==> src/rtl/pipe_pkg.sv <==
// rtl/pipe_pkg.sv - shared state encoding and stage-bundle widths for elastic pipeline registers
package pipe_pkg;

  localparam logic [1:0] ST_EMPTY = 2'd0;
  localparam logic [1:0] ST_ONE   = 2'd1;
  localparam logic [1:0] ST_TWO   = 2'd2;

  typedef enum logic [1:0] {
    S_EMPTY = ST_EMPTY,
    S_ONE   = ST_ONE,
    S_TWO   = ST_TWO
  } state_e;

  // Bundle layouts used to size DATA_W when a stage register is instantiated.
  localparam int XLEN         = 32;
  localparam int REG_IDX_W    = 5;
  localparam int IDEX_CTRL_W  = 12;
  localparam int EXMEM_CTRL_W = 6;
  localparam int IDEX_W       = IDEX_CTRL_W + 4 * XLEN + REG_IDX_W;
  localparam int EXMEM_W      = EXMEM_CTRL_W + 2 * XLEN + REG_IDX_W;

  function automatic logic [1:0] occupancy_of(input state_e s);
    case (s)
      S_ONE:   return 2'd1;
      S_TWO:   return 2'd2;
      default: return 2'd0;
    endcase
  endfunction

endpackage

==> src/rtl/pipe_stage_elastic_if.sv <==
// rtl/pipe_stage_elastic_if.sv - valid/ready payload channel between pipeline stages
interface pipe_stage_elastic_if #(
  parameter int DATA_W = 128
) ();

  logic              valid;
  logic              ready;
  logic [DATA_W-1:0] data;

  modport master (output valid, output data, input ready);
  modport slave  (input valid, input data, output ready);

endinterface

==> src/rtl/sat_counter.sv <==
// rtl/sat_counter.sv - saturating event counter, cleared only by reset
module sat_counter #(
  parameter int CNT_W = 16
) (
  input  logic             clk,
  input  logic             reset,
  input  logic             inc,
  output logic [CNT_W-1:0] count
);

  localparam logic [CNT_W-1:0] CNT_MAX = {CNT_W{1'b1}};
  localparam logic [CNT_W-1:0] CNT_ONE = {{(CNT_W-1){1'b0}}, 1'b1};

  logic [CNT_W-1:0] count_q;
  logic [CNT_W-1:0] count_d;

  always_comb begin
    count_d = count_q;
    if (inc && (count_q != CNT_MAX)) begin
      count_d = count_q + CNT_ONE;
    end
  end

  always_ff @(posedge clk) begin
    if (reset) begin
      count_q <= '0;
    end else begin
      count_q <= count_d;
    end
  end

  assign count = count_q;

endmodule

==> src/rtl/pipe_stage_elastic.sv <==
// rtl/pipe_stage_elastic.sv - elastic pipeline register with one-entry skid, flush bubble and perf counters
module pipe_stage_elastic
  import pipe_pkg::*;
#(
  parameter int DATA_W = 128,
  parameter int CNT_W  = 16
) (
  input  logic                 clk,
  input  logic                 reset,
  input  logic                 flush,
  pipe_stage_elastic_if.slave  in_if,
  pipe_stage_elastic_if.master out_if,
  output logic [1:0]           occupancy,
  output logic [CNT_W-1:0]     stall_cnt,
  output logic [CNT_W-1:0]     bubble_cnt
);

  state_e            state_q, state_d;
  logic [DATA_W-1:0] main_q, main_d;
  logic [DATA_W-1:0] skid_q, skid_d;
  logic              in_ready_q, in_ready_d;

  logic in_fire;
  logic out_fire;
  logic out_valid;

  always_comb begin
    out_valid = (state_q != S_EMPTY);
    in_fire   = in_if.valid & in_ready_q;
    out_fire  = out_valid & out_if.ready;
  end

  always_comb begin
    state_d = state_q;
    main_d  = main_q;
    skid_d  = skid_q;
    if (flush) begin
      // Squash: drop everything held plus anything offered this cycle.
      state_d = S_EMPTY;
      main_d  = '0;
      skid_d  = '0;
    end else begin
      case (state_q)
        S_EMPTY: begin
          if (in_fire) begin
            state_d = S_ONE;
            main_d  = in_if.data;
          end
        end
        S_ONE: begin
          if (in_fire && out_fire) begin
            main_d = in_if.data;
          end else if (in_fire) begin
            state_d = S_TWO;
            skid_d  = in_if.data;
          end else if (out_fire) begin
            state_d = S_EMPTY;
            main_d  = '0;
          end
        end
        S_TWO: begin
          if (out_fire) begin
            state_d = S_ONE;
            main_d  = skid_q;
            skid_d  = '0;
          end
        end
        default: begin
          state_d = S_EMPTY;
          main_d  = '0;
          skid_d  = '0;
        end
      endcase
    end
    in_ready_d = (state_d != S_TWO);
  end

  always_ff @(posedge clk) begin
    if (reset) begin
      state_q    <= S_EMPTY;
      main_q     <= '0;
      skid_q     <= '0;
      in_ready_q <= 1'b1;
    end else begin
      state_q    <= state_d;
      main_q     <= main_d;
      skid_q     <= skid_d;
      in_ready_q <= in_ready_d;
    end
  end

  // main_q is cleared on every path to EMPTY, so an idle stage presents an all-zero NOP bundle.
  assign in_if.ready  = in_ready_q;
  assign out_if.valid = out_valid;
  assign out_if.data  = main_q;
  assign occupancy    = occupancy_of(state_q);

  sat_counter #(.CNT_W(CNT_W)) u_stall_cnt (
    .clk   (clk),
    .reset (reset),
    .inc   (out_valid & ~out_if.ready),
    .count (stall_cnt)
  );

  sat_counter #(.CNT_W(CNT_W)) u_bubble_cnt (
    .clk   (clk),
    .reset (reset),
    .inc   (~out_valid),
    .count (bubble_cnt)
  );

endmodule

==> src/flat_wrapper.sv <==
// flat-port wrapper written by rule: the top's interface ports become plain ports
module pipe_stage_elastic_flat import pipe_pkg::*;
#(
  parameter int DATA_W = 128,
  parameter int CNT_W  = 16
)
  (clk, reset, flush, occupancy, stall_cnt, bubble_cnt, in_if_valid, in_if_data, in_if_ready, out_if_valid, out_if_data, out_if_ready);
  pipe_stage_elastic_if #(.DATA_W(DATA_W)) in_if_i ();
  pipe_stage_elastic_if #(.DATA_W(DATA_W)) out_if_i ();
  input  logic clk;
  input  logic reset;
  input  logic flush;
  output logic [1:0] occupancy;
  output logic [CNT_W-1:0] stall_cnt;
  output logic [CNT_W-1:0] bubble_cnt;
  input wire logic [$bits(in_if_i.valid)-1:0] in_if_valid;
  input wire logic [$bits(in_if_i.data)-1:0] in_if_data;
  output wire logic [$bits(in_if_i.ready)-1:0] in_if_ready;
  output wire logic [$bits(out_if_i.valid)-1:0] out_if_valid;
  output wire logic [$bits(out_if_i.data)-1:0] out_if_data;
  input wire logic [$bits(out_if_i.ready)-1:0] out_if_ready;
  assign in_if_i.valid = in_if_valid;
  assign in_if_i.data = in_if_data;
  assign in_if_ready = in_if_i.ready;
  assign out_if_valid = out_if_i.valid;
  assign out_if_data = out_if_i.data;
  assign out_if_i.ready = out_if_ready;
  pipe_stage_elastic #(.DATA_W(DATA_W), .CNT_W(CNT_W)) u_core (.clk(clk), .reset(reset), .flush(flush), .in_if(in_if_i), .out_if(out_if_i), .occupancy(occupancy), .stall_cnt(stall_cnt), .bubble_cnt(bubble_cnt));
endmodule
==> config.mk <==
export PLATFORM = sky130hd
export DESIGN_NAME = pipe_stage_elastic_flat
export DESIGN_NICKNAME = d
export VERILOG_FILES = /design/src/rtl/pipe_pkg.sv /design/src/rtl/pipe_stage_elastic_if.sv /design/src/rtl/sat_counter.sv /design/src/rtl/pipe_stage_elastic.sv /design/src/flat_wrapper.sv
export SDC_FILE = /design/constraint.sdc
export NUM_CORES = 1
export LEC_CHECK = 0
export BUFFER_PORTS_ARGS = -buffer_cell sky130_fd_sc_hd__buf_2
export CORE_AREA = 2 2 154 171
export CTS_BUF_LIST = sky130_fd_sc_hd__clkbuf_4 sky130_fd_sc_hd__clkbuf_8
export CTS_CLUSTER_DIAMETER = 60
export DETAILED_ROUTE_END_ITERATION = 7
export DIE_AREA = 0 0 156 173
export HOLD_SLACK_MARGIN = 0.12
export MAX_ROUTING_LAYER = met4
export PLACE_DENSITY = 0.84
export SYNTH_ARGS = -nofsm -noshare
export SYNTH_HDL_FRONTEND = slang
export SYNTH_SLANG_ARGS = --single-unit
==> constraint.sdc <==
create_clock -name clk -period 1.96 [get_ports clk]
set_clock_uncertainty 0.15 [all_clocks]
set_input_delay 0.196 -clock clk [delete_from_list [all_inputs] [get_ports clk]]
set_output_delay 0.196 -clock clk [all_outputs]
set_load 0.01 [all_outputs]
# Word-level counts from Yosys, hierarchy flattened
# Cells that the tools add are included.
[totals]
ff_bits = 291
in_bits = 133
output_inout_bits = 164
wordCells = 49
[op_classes]
add_sub_neg = 2
eq_ne = 11
mux = 16
n_bitwise = 6
reduce_logical = 8
[ops]
columns = ["cell", "n"]
rows = [
  ["128-bit 2-to-1 mux", 6],
  ["128-bit one-hot mux with 3 select lines", 2],
  ["16-bit by 1-bit adder with 16-bit output (second input constant)", 2],
  ["16-bit inequality test (second input constant)", 2],
  ["2-bit 2-to-1 mux", 6],
  ["4-bit AND reduction", 2],
  ["2-bit by 1-bit inequality test with 1-bit output (second input constant)", 3],
  ["2-bit one-hot mux with 3 select lines", 1],
  ["2-bit inequality test (second input constant)", 2],
  ["2-bit one-hot mux with 2 select lines", 1],
  ["1-bit bitwise AND", 3],
  ["1-bit logical AND", 3],
  ["3-bit by 1-bit inequality test with 1-bit output (second input constant)", 1],
  ["3-bit inequality test (second input constant)", 1],
  ["1-bit NOT", 3],
  ["2-bit by 1-bit equality test with 1-bit output (second input constant)", 1],
  ["2-bit equality test (second input constant)", 1],
  ["2-bit logical NOT", 1],
  ["2-bit nonzero test", 1],
  ["2-bit OR reduction", 1],
]

# Logic depth before layout (Yosys ltp)
# Gate-level depths: netlist of the first run.
[depth]
word_depth = 8
ltp_mapped = 8
depth_no_buf = 6

# Modules after synthesis
# Synthesis of the first run repeated with hierarchy kept, for this count alone.
[unflattened]
hier_cells = 1506
area_unflattened_um2 = 14208.6
[by_module_without_submodules]
columns = ["mod", "instances", "cells_each", "area_per_inst_um2", "seq_area_each_um2"]
rows = [
  ["pipe_stage_elastic", 1, 1308, 12512.0, 5185.0],
  ["sat_counter", 2, 99, 848.3, 320.3],
]

# Worst setup path after synthesis of the first run
# Ideal clock, no wire load.
[synth_path]
path_type = "reg-to-reg"
start = "reg u_core.u_stall_cnt.count_q[2], in the netlist u_core.u_stall_cnt.count[2]"
end = "reg u_core.u_stall_cnt.count_q[15], in the netlist u_core.u_stall_cnt.count[15]"
setup_ns = 0.071
t_arrival_ns = 1.978
t_required_ns = 1.739
slack_ns = -0.238
stages_incl_launch_ff = 7
path_buffers = 1
synth_period_minus_slack_ns = 2.198
cell_sequence = "dfxtp_1 nand3_1 or4_1 clkbuf_1 or4_1 or3_1 a21oi_1"
[synth_between]
elab_chain_cells = 2
[synth_lines]
columns = ["item", "line", "text"]
rows = [
  ["start, declared", "sat_counter.sv:14", "logic [CNT_W-1:0] count_q;"],
  ["start signal, assigned", "sat_counter.sv:28", "count_q <= count_d;"],
  ["branches (longest 2 deep; another with 16-bit by 1-bit adder with 16-bit output)", "--", ""],
]
# Several ways; the timed one is not identified.
# A chain may end at the register's enable or synchronous reset.

# Worst setup path in the final report of the first run
[layout_path]
start = "reg u_core.u_stall_cnt.count_q[1], in the netlist u_core.u_stall_cnt.count[1]"
end = "reg u_core.u_stall_cnt.count_q[15], in the netlist u_core.u_stall_cnt.count[15]"
# Same word-level chain as after synthesis.

==> results.json, run 1 <==
{
  "worstHoldStart": "in_if_data[110]",
  "critPathArrivalTime_ps": 2380,
  "drc_errors": 0,
  "dieArea_sq_um": 26990,
  "cap_violations": 0,
  "end_kind": "flop",
  "hold_ws_ps": 287.3,
  "setup_viol": 1,
  "utilization": 0.7024,
  "yosysUniqueCellTypes": 43,
  "htreeDepth": 2,
  "seq_power_share": 0.441,
  "ios": 297,
  "clk_pin_slew_worst_paths_ps": 70,
  "total_leakage_power_nw": 7.471,
  "r2r-start": "u_core.u_stall_cnt.count[1]",
  "fin_crit_sh": 1.033,
  "grt_usage": 0.3180,
  "finalHoldViolations": 0,
  "ant_nets": 0,
  "syn_to_final_growth_pct": 41.98,
  "synth_area_sq_um": 12420,
  "avgSynthCellArea_sq_um": 8.651,
  "first_pass_iters": 7,
  "p_sw_mw": 3.693,
  "worst_slew_pin_slew_ps": 464.7,
  "yosysWarnings": 0,
  "startpoint": "u_core.u_stall_cnt.count[1]",
  "grt_max_degree": 91,
  "fin_crit_ps": 2024,
  "async_flop_share": 0,
  "whs_path_depth": 4,
  "layout_setup_ws_ps": -64.11,
  "gp_congestion": 0.8911,
  "place.detailed.hpwl_um": 23850,
  "placed_cells": 1977,
  "worst_r2r_path_depth": 6,
  "hold_path_end": "u_core.skid_q[110]",
  "clock_tree.buffer_depth": 3,
  "startpoint_type": "flop",
  "cts_buffers": 48,
  "reg2reg_setup_slack_ps": -60,
  "worst_hold_path_type": "in -> reg",
  "pwr-share-clk": 0.421,
  "switching_share": 0.2671,
  "wire_per_inst_um": 20.60,
  "postRouteWirelength_um": 45750,
  "cp_max_fo": 3,
  "antenna_found_initial": 2,
  "grt_first_pass_wirelength_um": 68930,
  "die_w_um": 156,
  "ir_drop_v": 0.0006849,
  "vias": 13700,
  "grt.overflow.total": 0,
  "ys.flop_type": "dfxtp_1",
  "worstSetupPathType": "reg -> reg",
  "cts_tree": "built",
  "synthCells": 1436,
  "relSlewSlack": 0.6874,
  "status": "finished, violations left",
  "io_buffers": 296,
  "grt_pass1_vias": 13690,
  "finalMaxSlewViolations": 0,
  "fmaxAchievable_ghz": 0.4940,
  "root_buffer": "clkbuf_8",
  "final_nets": 2001,
  "syn-num-nets": 1571,
  "drive_above_1_share": 0.2736,
  "insertion_delay_ps": 580,
  "cp.required_ps": 2320,
  "drtIter0Drc": 1547,
  "fillCellCount": 1701,
  "fp-row-count": 61,
  "comb_power_share": 0.138,
  "core_area_sq_um": 25110,
  "synth-seq-cells": 291,
  "p_int_mw": 10.13,
  "final_cells": 2221,
  "synth-edff-count": 0,
  "seq_area_frac_synth": 0.4689,
  "violations": "negative setup slack",
  "rsz0062_at_grt": "true",
  "start_util": 0.4947,
  "avgViaCountPerCell": 6.167,
  "die_y_um": 173,
  "p_per_area_nw_per_um2": 783.7,
  "clkSinkCount": 291,
  "r2r-end": "u_core.u_stall_cnt.count[15]"
}
==> metrics by stage <==
stage	setup WS [ps]	total power, mW	area, sq um	TNS (ps)
2_1_floorplan	-125.9	7.045	12450	-125.9
3_3_place_gp	-209.3	7.649	14690	-2151
3_5_place_dp	-185.1	7.684	14690	-6155
4_1_cts	-44.68	13.61	17260	-86.92
5_1_grt	-113.0	14.25	17640	-1061
6_report	-64.11	13.82	17640	-64.11
==> synth_stat cells, types with 2 or more instances <==
| cell type | instances | area [sq um] |
|---|---|---|
| inv_1 | 8 | 30.03 |
| o211ai_1 | 5 | 37.54 |
| or3_1 | 4 | 25.02 |
| xor2_1 | 12 | 105.1 |
| nor2_1 | 231 | 867.1 |
| nand2b_1 | 2 | 12.51 |
| or2_2 | 3 | 18.77 |
| nor3_1 | 8 | 40.04 |
| nor4_1 | 6 | 37.54 |
| o2bb2ai_1 | 65 | 569.3 |
| and2_1 | 2 | 12.51 |
| mux2_2 | 2 | 22.52 |
| nand4_1 | 6 | 37.54 |
| a22o_1 | 63 | 551.8 |
| a21oi_1 | 135 | 675.7 |
| nand2_1 | 75 | 281.5 |
| clkbuf_1 | 117 | 439.2 |
| xnor2_1 | 10 | 87.58 |
| nand3_1 | 74 | 370.4 |
| o2111ai_1 | 2 | 17.52 |
| dfxtp_1 | 291 | 5826 |
| buf_1 | 22 | 82.58 |
| or4_1 | 2 | 15.01 |
| mux2i_1 | 67 | 670.6 |
| buf_2 | 3 | 15.01 |
| a22oi_1 | 128 | 960.9 |
| o22ai_1 | 2 | 12.51 |
| nand3b_1 | 2 | 15.01 |
| nor2b_1 | 3 | 18.77 |
| and3_1 | 69 | 431.7 |
| o21ai_0 | 4 | 20.02 |
| ha_1 | 2 | 25.02 |
==> layout make-up <==
type                       instances  area, sq um  share of cell area
clock buffer                      76        958.4             0.05434
multi-input combinational        995         6236              0.3535
timing repair buffer             522         4049              0.2296
inverter                           8        42.54            0.002412
sequential                       291         5849              0.3316
clock inverter                    12        103.9            0.005888
tap                              315        394.1             0.02235
antenna                            2        5.005           0.0002837
==> power by group through the flow <==
| stage | clock network, mW | logic (mW) | registers (mW) |
|---|---|---|---|
| 5_1_grt | 6.12 | 2.02 | 6.11 |
| 6_report | 5.82 | 1.90 | 6.10 |
| 3_3_place_gp | 0 | 1.43 | 6.21 |
| 4_1_cts | 5.81 | 1.71 | 6.09 |
| 2_1_floorplan | 0 | 0.780 | 6.26 |
| 3_5_place_dp | 0 | 1.46 | 6.22 |
==> cell families (layout without fill, tap and decap cells) <==
family                   after synthesis  in the layout  synth area share
AO/OA/AOI/OAI                        411            411            0.2337
XOR/XNOR                              22             22           0.01551
adder cells (fa/ha/maj)                2              2          0.002014
buffers and inverters                150            618           0.04562
flip-flops                           291            291            0.4689
multiplexers                          69             69           0.05580
other                                  0              2                 0
AND/OR/NAND/NOR                      491            491            0.1785
==> worst max-delay path, cell delays in order, from the launching register on <==
cell and delay (ps):
dfxtp_2 350, buf_4 120, nand2_1 50, or4_4 410, or4_1 430, or3_1 310
a21oi_1 130
==> cells in the final DEF (no fill, tap or decap), types with 7 or more instances in the layout <==
cell             n
nand2_1         75
xnor2_1         10
dfxtp_1        282
clkbuf_16        7
xor2_1          12
and3_1          69
a21oi_1        134
buf_12          22
nand3_1         71
nor2_1         228
inv_1            7
buf_2          295
o2bb2ai_1       65
mux2i_1         67
a22oi_1        124
dlygate4sd3_1  132
buf_4           54
clkbuf_8        62
a22o_1          63
clkbuf_4        14
==> registers in the layout (all words and copies together) (netlist names) <==
signal,flops
u_core.in_if.ready,1
u_core.state_q,2
u_core.u_bubble_cnt.count,16
u_core.u_stall_cnt.count,16
u_core.skid_q,128
u_core.out_if.data,128
==> how the worst max path moves through the flow <==
stage                                   end  slack [ps]
3_5_place_dp    u_core.u_stall_cnt.count[0]        -190
4_1_cts                        occupancy[0]         -40
5_1_grt        u_core.u_stall_cnt.count[15]        -110
3_3_place_gp    u_core.u_stall_cnt.count[6]        -210
6_report       u_core.u_stall_cnt.count[15]         -60
2_1_floorplan  u_core.u_stall_cnt.count[15]        -130
==> repair_timing <==
action	in CTS	in global routing
endpoints found under the setup margin	149	34
buffers inserted	2	11
cloned	2	7
gates resized for setup	18	23
hold buffers	133	0
hold endpoints to repair	289	0
pin swaps	1	11
==> per-layer routing <==
layer,GRT usage,up-vias,wire (um)
met4,0.1659,0,2518
met3,0.06867,246,4212
met1,0.3611,6448,17000
li1,-,6056,-
met2,0.5247,948,22020
met5,-,-,0
No activity file was read; power rests on OpenSTA's default activity.
==> run 2, diff against run 1 <==
--- a/config.mk
+++ b/config.mk
@@ -14,6 +14,7 @@
 export HOLD_SLACK_MARGIN = 0.12
 export MAX_ROUTING_LAYER = met4
 export PLACE_DENSITY = 0.84
+export SETUP_SLACK_MARGIN = 0.02
 export SYNTH_ARGS = -nofsm -noshare
 export SYNTH_HDL_FRONTEND = slang
 export SYNTH_SLANG_ARGS = --single-unit
==> run 2 against run 1 <==
The flow finishes with violations (design-rule violations, negative setup slack); utilization increased by 1.4 points; critical endpoint is now u_core.u_stall_cnt.count[6]; fmax decreased by 2.6%; clock power up 2%; sequential share of layout area down 0.63 points; final cell count grew 0.54%; critical path depth decreased by 1; die area unchanged.
==> results.json, run 2 (synthesis gave the netlist of run 1 again) <==
{
  "status": "finished, violations left",
  "violations": "design-rule violations, negative setup slack",
  "final_cell_mix": "buf_2 (295), dfxtp_1 (282), nor2_1 (228)",
  "worstSetupPathType": "reg -> reg",
  "placed_cells": 1980,
  "end_kind": "flop",
  "grt_max_degree": 64,
  "p_per_area_nw_per_um2": 784.0,
  "ir_drop_v": 0.0006297,
  "drive_above_1_share": 0.2909,
  "final_nets": 2010,
  "grt_usage": 0.3318,
  "critPathArrivalTime_ps": 2390,
  "insertion_delay_ps": 590,
  "antenna_found_initial": 3,
  "core_area_sq_um": 25110,
  "design_area_sq_um": 17980,
  "fin_crit_sh": 1.060,
  "gp_congestion": 0.8873,
  "tns_ps": -793.9,
  "grt_pass1_vias": 13650,
  "final_common_cell": "buf_2",
  "first_pass_iters": 8,
  "vias": 14080,
  "ant_nets": 0,
  "startpoint_type": "flop",
  "drtIter0Drc": 1573,
  "worst_slew_pin_slew_ps": 501.6,
  "fp-row-count": 61,
  "final_cells": 2233,
  "layout_setup_ws_ps": -118.1,
  "die_w_um": 156,
  "grt_first_pass_wirelength_um": 71300,
  "worst_hold_path_type": "in -> reg",
  "post_dp_cell_area_sq_um": 14800,
  "drc_errors": 1,
  "start_util": 0.4947,
  "clk_pin_slew_worst_paths_ps": 70,
  "die_y_um": 173,
  "wire_per_inst_um": 21.91,
  "fillCellCount": 1651,
  "finalMaxSlewViolations": 0,
  "ios": 297,
  "syn_to_final_growth_pct": 44.74,
  "total_leakage_power_nw": 7.597,
  "cap_violations": 0,
  "htreeDepth": 2,
  "relSlewSlack": 0.6631,
  "clock_tree.buffer_depth": 3,
  "dieArea_sq_um": 26990,
  "io_buffers": 296,
  "grt.overflow.total": 0,
  "cp.required_ps": 2280,
  "fmaxAchievable_ghz": 0.4812,
  "avgViaCountPerCell": 6.305,
  "cts_tree": "built",
  "cp_max_fo": 4,
  "setup_viol": 26,
  "fin_crit_ps": 2078,
  "place.detailed.hpwl_um": 24360,
  "postRouteWirelength_um": 48940,
  "rsz0062_at_grt": "true",
  "cts_buffers": 48,
  "finalHoldViolations": 0,
  "root_buffer": "clkbuf_8",
  "clkSinkCount": 291
}
run 2: per-layer routing:
metal | up-vias | part of all wire | wire length [um] | GRT usage
li1 | 6083 | - | - | -
met5 | - | 0 | 0 | -
met2 | 973 | 0.47 | 23000 | 0.5321
met4 | 0 | 0.065 | 3171 | 0.1778
met3 | 297 | 0.096 | 4689 | 0.06491
met1 | 6727 | 0.37 | 18070 | 0.3922
run 2: what timing repair did:
action                                  4_1_cts  5_1_grt
hold endpoints to repair                    290        0
gates resized for setup                      10       55
setup buffers                                 5        8
gates cloned                                  4       11
hold buffers                                133        0
endpoints found under the setup margin       22      104
pin swaps                                     1       10
run 2: worst max-delay path, stage by stage (launching register included):
cell	delay, ps
dfxtp_2	360
ha_2	220
nand4_1	180
or3_4	460
a311o_1	340
a32o_1	260
run 2: worst paths after layout:
| kind | slack [ps] | startpoint | endpoint | cells past startpoint |
|---|---|---|---|---|
| worst max-delay path | -120 | u_core.u_stall_cnt.count[0] | u_core.u_stall_cnt.count[6] | 5 |
| worst min-delay path | 280 | in_if_data[116] | u_core.skid_q[116] | 4 |
| worst max register to register | -120 | u_core.u_stall_cnt.count[0] | u_core.u_stall_cnt.count[6] | 5 |
| worst min register to register | 300 | u_core.skid_q[126] | u_core.skid_q[126] | 2 |
run 2: cell type report:
cell class                 count  area (sq um)  area share
antenna                        3         7.507   0.0004175
clock buffer                  75         963.4     0.05358
clock inverter                15         118.9    0.006611
inverter                       8         35.03    0.001948
multi-input combinational    997          6370      0.3543
sequential                   291          5849      0.3253
tap                          315         394.1     0.02192
timing repair buffer         529          4243      0.2360
run 2: power by group:
group	internal, mW	switching [mW]
registers	6.03	0.0782
logic	0.937	1.15
clock network	3.30	2.61
run 2: per-stage QoR:
step	power (mW)	hold WS, ps	util	setup WS (ps)
floorplan	7.045	197.9	-	-125.9
global placement	7.700	287.3	0.5894	-24.33
detailed placement	7.737	293.4	0.5894	-24.20
CTS	13.75	261.0	0.6930	-23.45
global route	14.50	291.2	0.7161	-148.6
finish	14.10	279.0	0.7161	-118.1
==> run 3, diff against run 2 <==
--- a/config.mk
+++ b/config.mk
@@ -14,6 +14,7 @@
 export HOLD_SLACK_MARGIN = 0.12
 export MAX_ROUTING_LAYER = met4
 export PLACE_DENSITY = 0.84
+export RECOVER_POWER = 100
 export SETUP_SLACK_MARGIN = 0.02
 export SYNTH_ARGS = -nofsm -noshare
 export SYNTH_HDL_FRONTEND = slang
==> run 3 against run 2 <==
The run ends with negative setup slack left; non-clock buffer count unchanged; count of clock-buffer cells in the layout unchanged; combinational power about the same; sequential cell count unchanged; clock power about the same; register-to-register slack about the same; global-route usage unchanged; hold slack worse by 6.2 ps; largest power group unchanged; sequential share of layout area up 0.35 points; wire length up 0.19%; power down 0.17%.
==> results.json, run 3 (synthesis gave the netlist of run 1 again) <==
{
  "status": "finished, violations left",
  "violations": "negative setup slack",
  "layout_setup_ws_ps": -124.7,
  "cts_buffers": 48,
  "fillCellCount": 1758,
  "grt_first_pass_wirelength_um": 71300,
  "clkSinkCount": 291,
  "worst_slew_pin_slew_ps": 500.6,
  "rsz0062_at_grt": "true",
  "cap_violations": 0,
  "syn_to_final_growth_pct": 43.17,
  "gp_congestion": 0.8873,
  "core_area_sq_um": 25110,
  "critPathArrivalTime_ps": 2400,
  "io_buffers": 296,
  "grt_usage": 0.3318,
  "place.detailed.hpwl_um": 24360,
  "reg2reg_setup_slack_ps": -120,
  "fin_crit_ps": 2085,
  "startpoint_type": "flop",
  "placed_cells": 1980,
  "drc_errors": 0,
  "clock_tree.buffer_depth": 3,
  "vias": 14090,
  "final_cells": 2233,
  "grt.overflow.total": 0,
  "end_kind": "flop",
  "clk_pin_slew_worst_paths_ps": 70,
  "finalHoldViolations": 0,
  "root_buffer": "clkbuf_8",
  "ir_drop_v": 0.0006198,
  "ios": 297,
  "worst_hold_path_type": "in -> reg",
  "fin_crit_sh": 1.064,
  "p_per_area_nw_per_um2": 791.3,
  "htreeDepth": 2,
  "fp-row-count": 61,
  "drive_above_1_share": 0.2125,
  "fmaxAchievable_ghz": 0.4797,
  "whs_path_depth": 4,
  "grt_pass1_vias": 13650,
  "final_cell_mix": "dfxtp_1 (283), nor2_1 (228), buf_2 (149), clkbuf_1 (149), dlygate4sd3_1 (133)",
  "tns_ps": -705.7,
  "postRouteWirelength_um": 49030,
  "ant_nets": 0,
  "dieArea_sq_um": 26990,
  "drtIter0Drc": 1538,
  "die_w_um": 156,
  "wire_per_inst_um": 21.96,
  "cts_tree": "built",
  "grt_max_degree": 64,
  "worstSetupPathType": "reg -> reg",
  "insertion_delay_ps": 590,
  "final_nets": 2010,
  "finalMaxSlewViolations": 0,
  "cp_max_fo": 4,
  "relSlewSlack": 0.6637,
  "final_common_cell": "dfxtp_1",
  "setup_viol": 23,
  "first_pass_iters": 8,
  "die_y_um": 173,
  "antenna_found_initial": 3,
  "total_leakage_power_nw": 6.963,
  "start_util": 0.4947,
  "worst_r2r_path_depth": 5,
  "avgViaCountPerCell": 6.310,
  "cp.required_ps": 2280
}
[run 3: final timing paths]
| check | startpoint | endpoint |
|---|---|---|
| setup / recovery | u_core.u_stall_cnt.count[0] | u_core.u_stall_cnt.count[6] |
| hold / removal | in_if_data[116] | u_core.skid_q[116] |
| setup reg to reg | u_core.u_stall_cnt.count[0] | u_core.u_stall_cnt.count[6] |
| hold reg to reg | u_core.skid_q[126] | u_core.skid_q[126] |
[run 3: area by class of cell]
class / count / area, sq um / area share
antenna: 3 / 7.507 / 0.0004221
clock buffer: 75 / 963.4 / 0.05417
clock inverter: 15 / 118.9 / 0.006683
inverter: 8 / 35.03 / 0.001970
multi-input combinational: 997 / 6370 / 0.3581
sequential: 291 / 5848 / 0.3288
tap: 315 / 394.1 / 0.02216
timing repair buffer: 529 / 4049 / 0.2276
[run 3: report_power, final]
group,internal (mW),switching (mW)
logic,0.911,1.15
clock network,3.30,2.61
registers,6.02,0.0811
total,10.2,3.84
[run 3: metrics by stage]
stage | util | hold WS, ps | setup WS (ps) | total power, mW | area [sq um]
after detailed placement | 0.5894 | 293.4 | -24.20 | 7.737 | 14800
after floorplan | - | 197.9 | -125.9 | 7.045 | 12450
after global routing | 0.7083 | 291.2 | -148.6 | 14.47 | 17790
final | 0.7083 | 272.8 | -124.7 | 14.07 | 17790
after CTS | 0.6930 | 261.0 | -23.45 | 13.75 | 17400
after global placement | 0.5894 | 287.3 | -24.33 | 7.700 | 14800
[run 3: critical path, cell delays in order, from the launching register on]
cell and delay (ps):
dfxtp_2 360, ha_2 220, nand4_1 190, or3_4 470, a311o_1 340, a32o_1 260
[run 3: timing repair]
| action | CTS | global route |
|---|---|---|
| gates resized for setup | 10 | 55 |
| setup buffers | 5 | 8 |
| endpoints found under the setup margin | 22 | 104 |
| cloned | 4 | 11 |
| hold buffers | 133 | 0 |
| pin swaps | 1 | 10 |
| endpoints found under the hold margin | 290 | 0 |
[run 3: routing by layer]
metal	routed length, um	GRT usage
met5	0	-
met4	3012	0.1778
met3	4791	0.06491
met2	23210	0.5321
met1	18010	0.3922
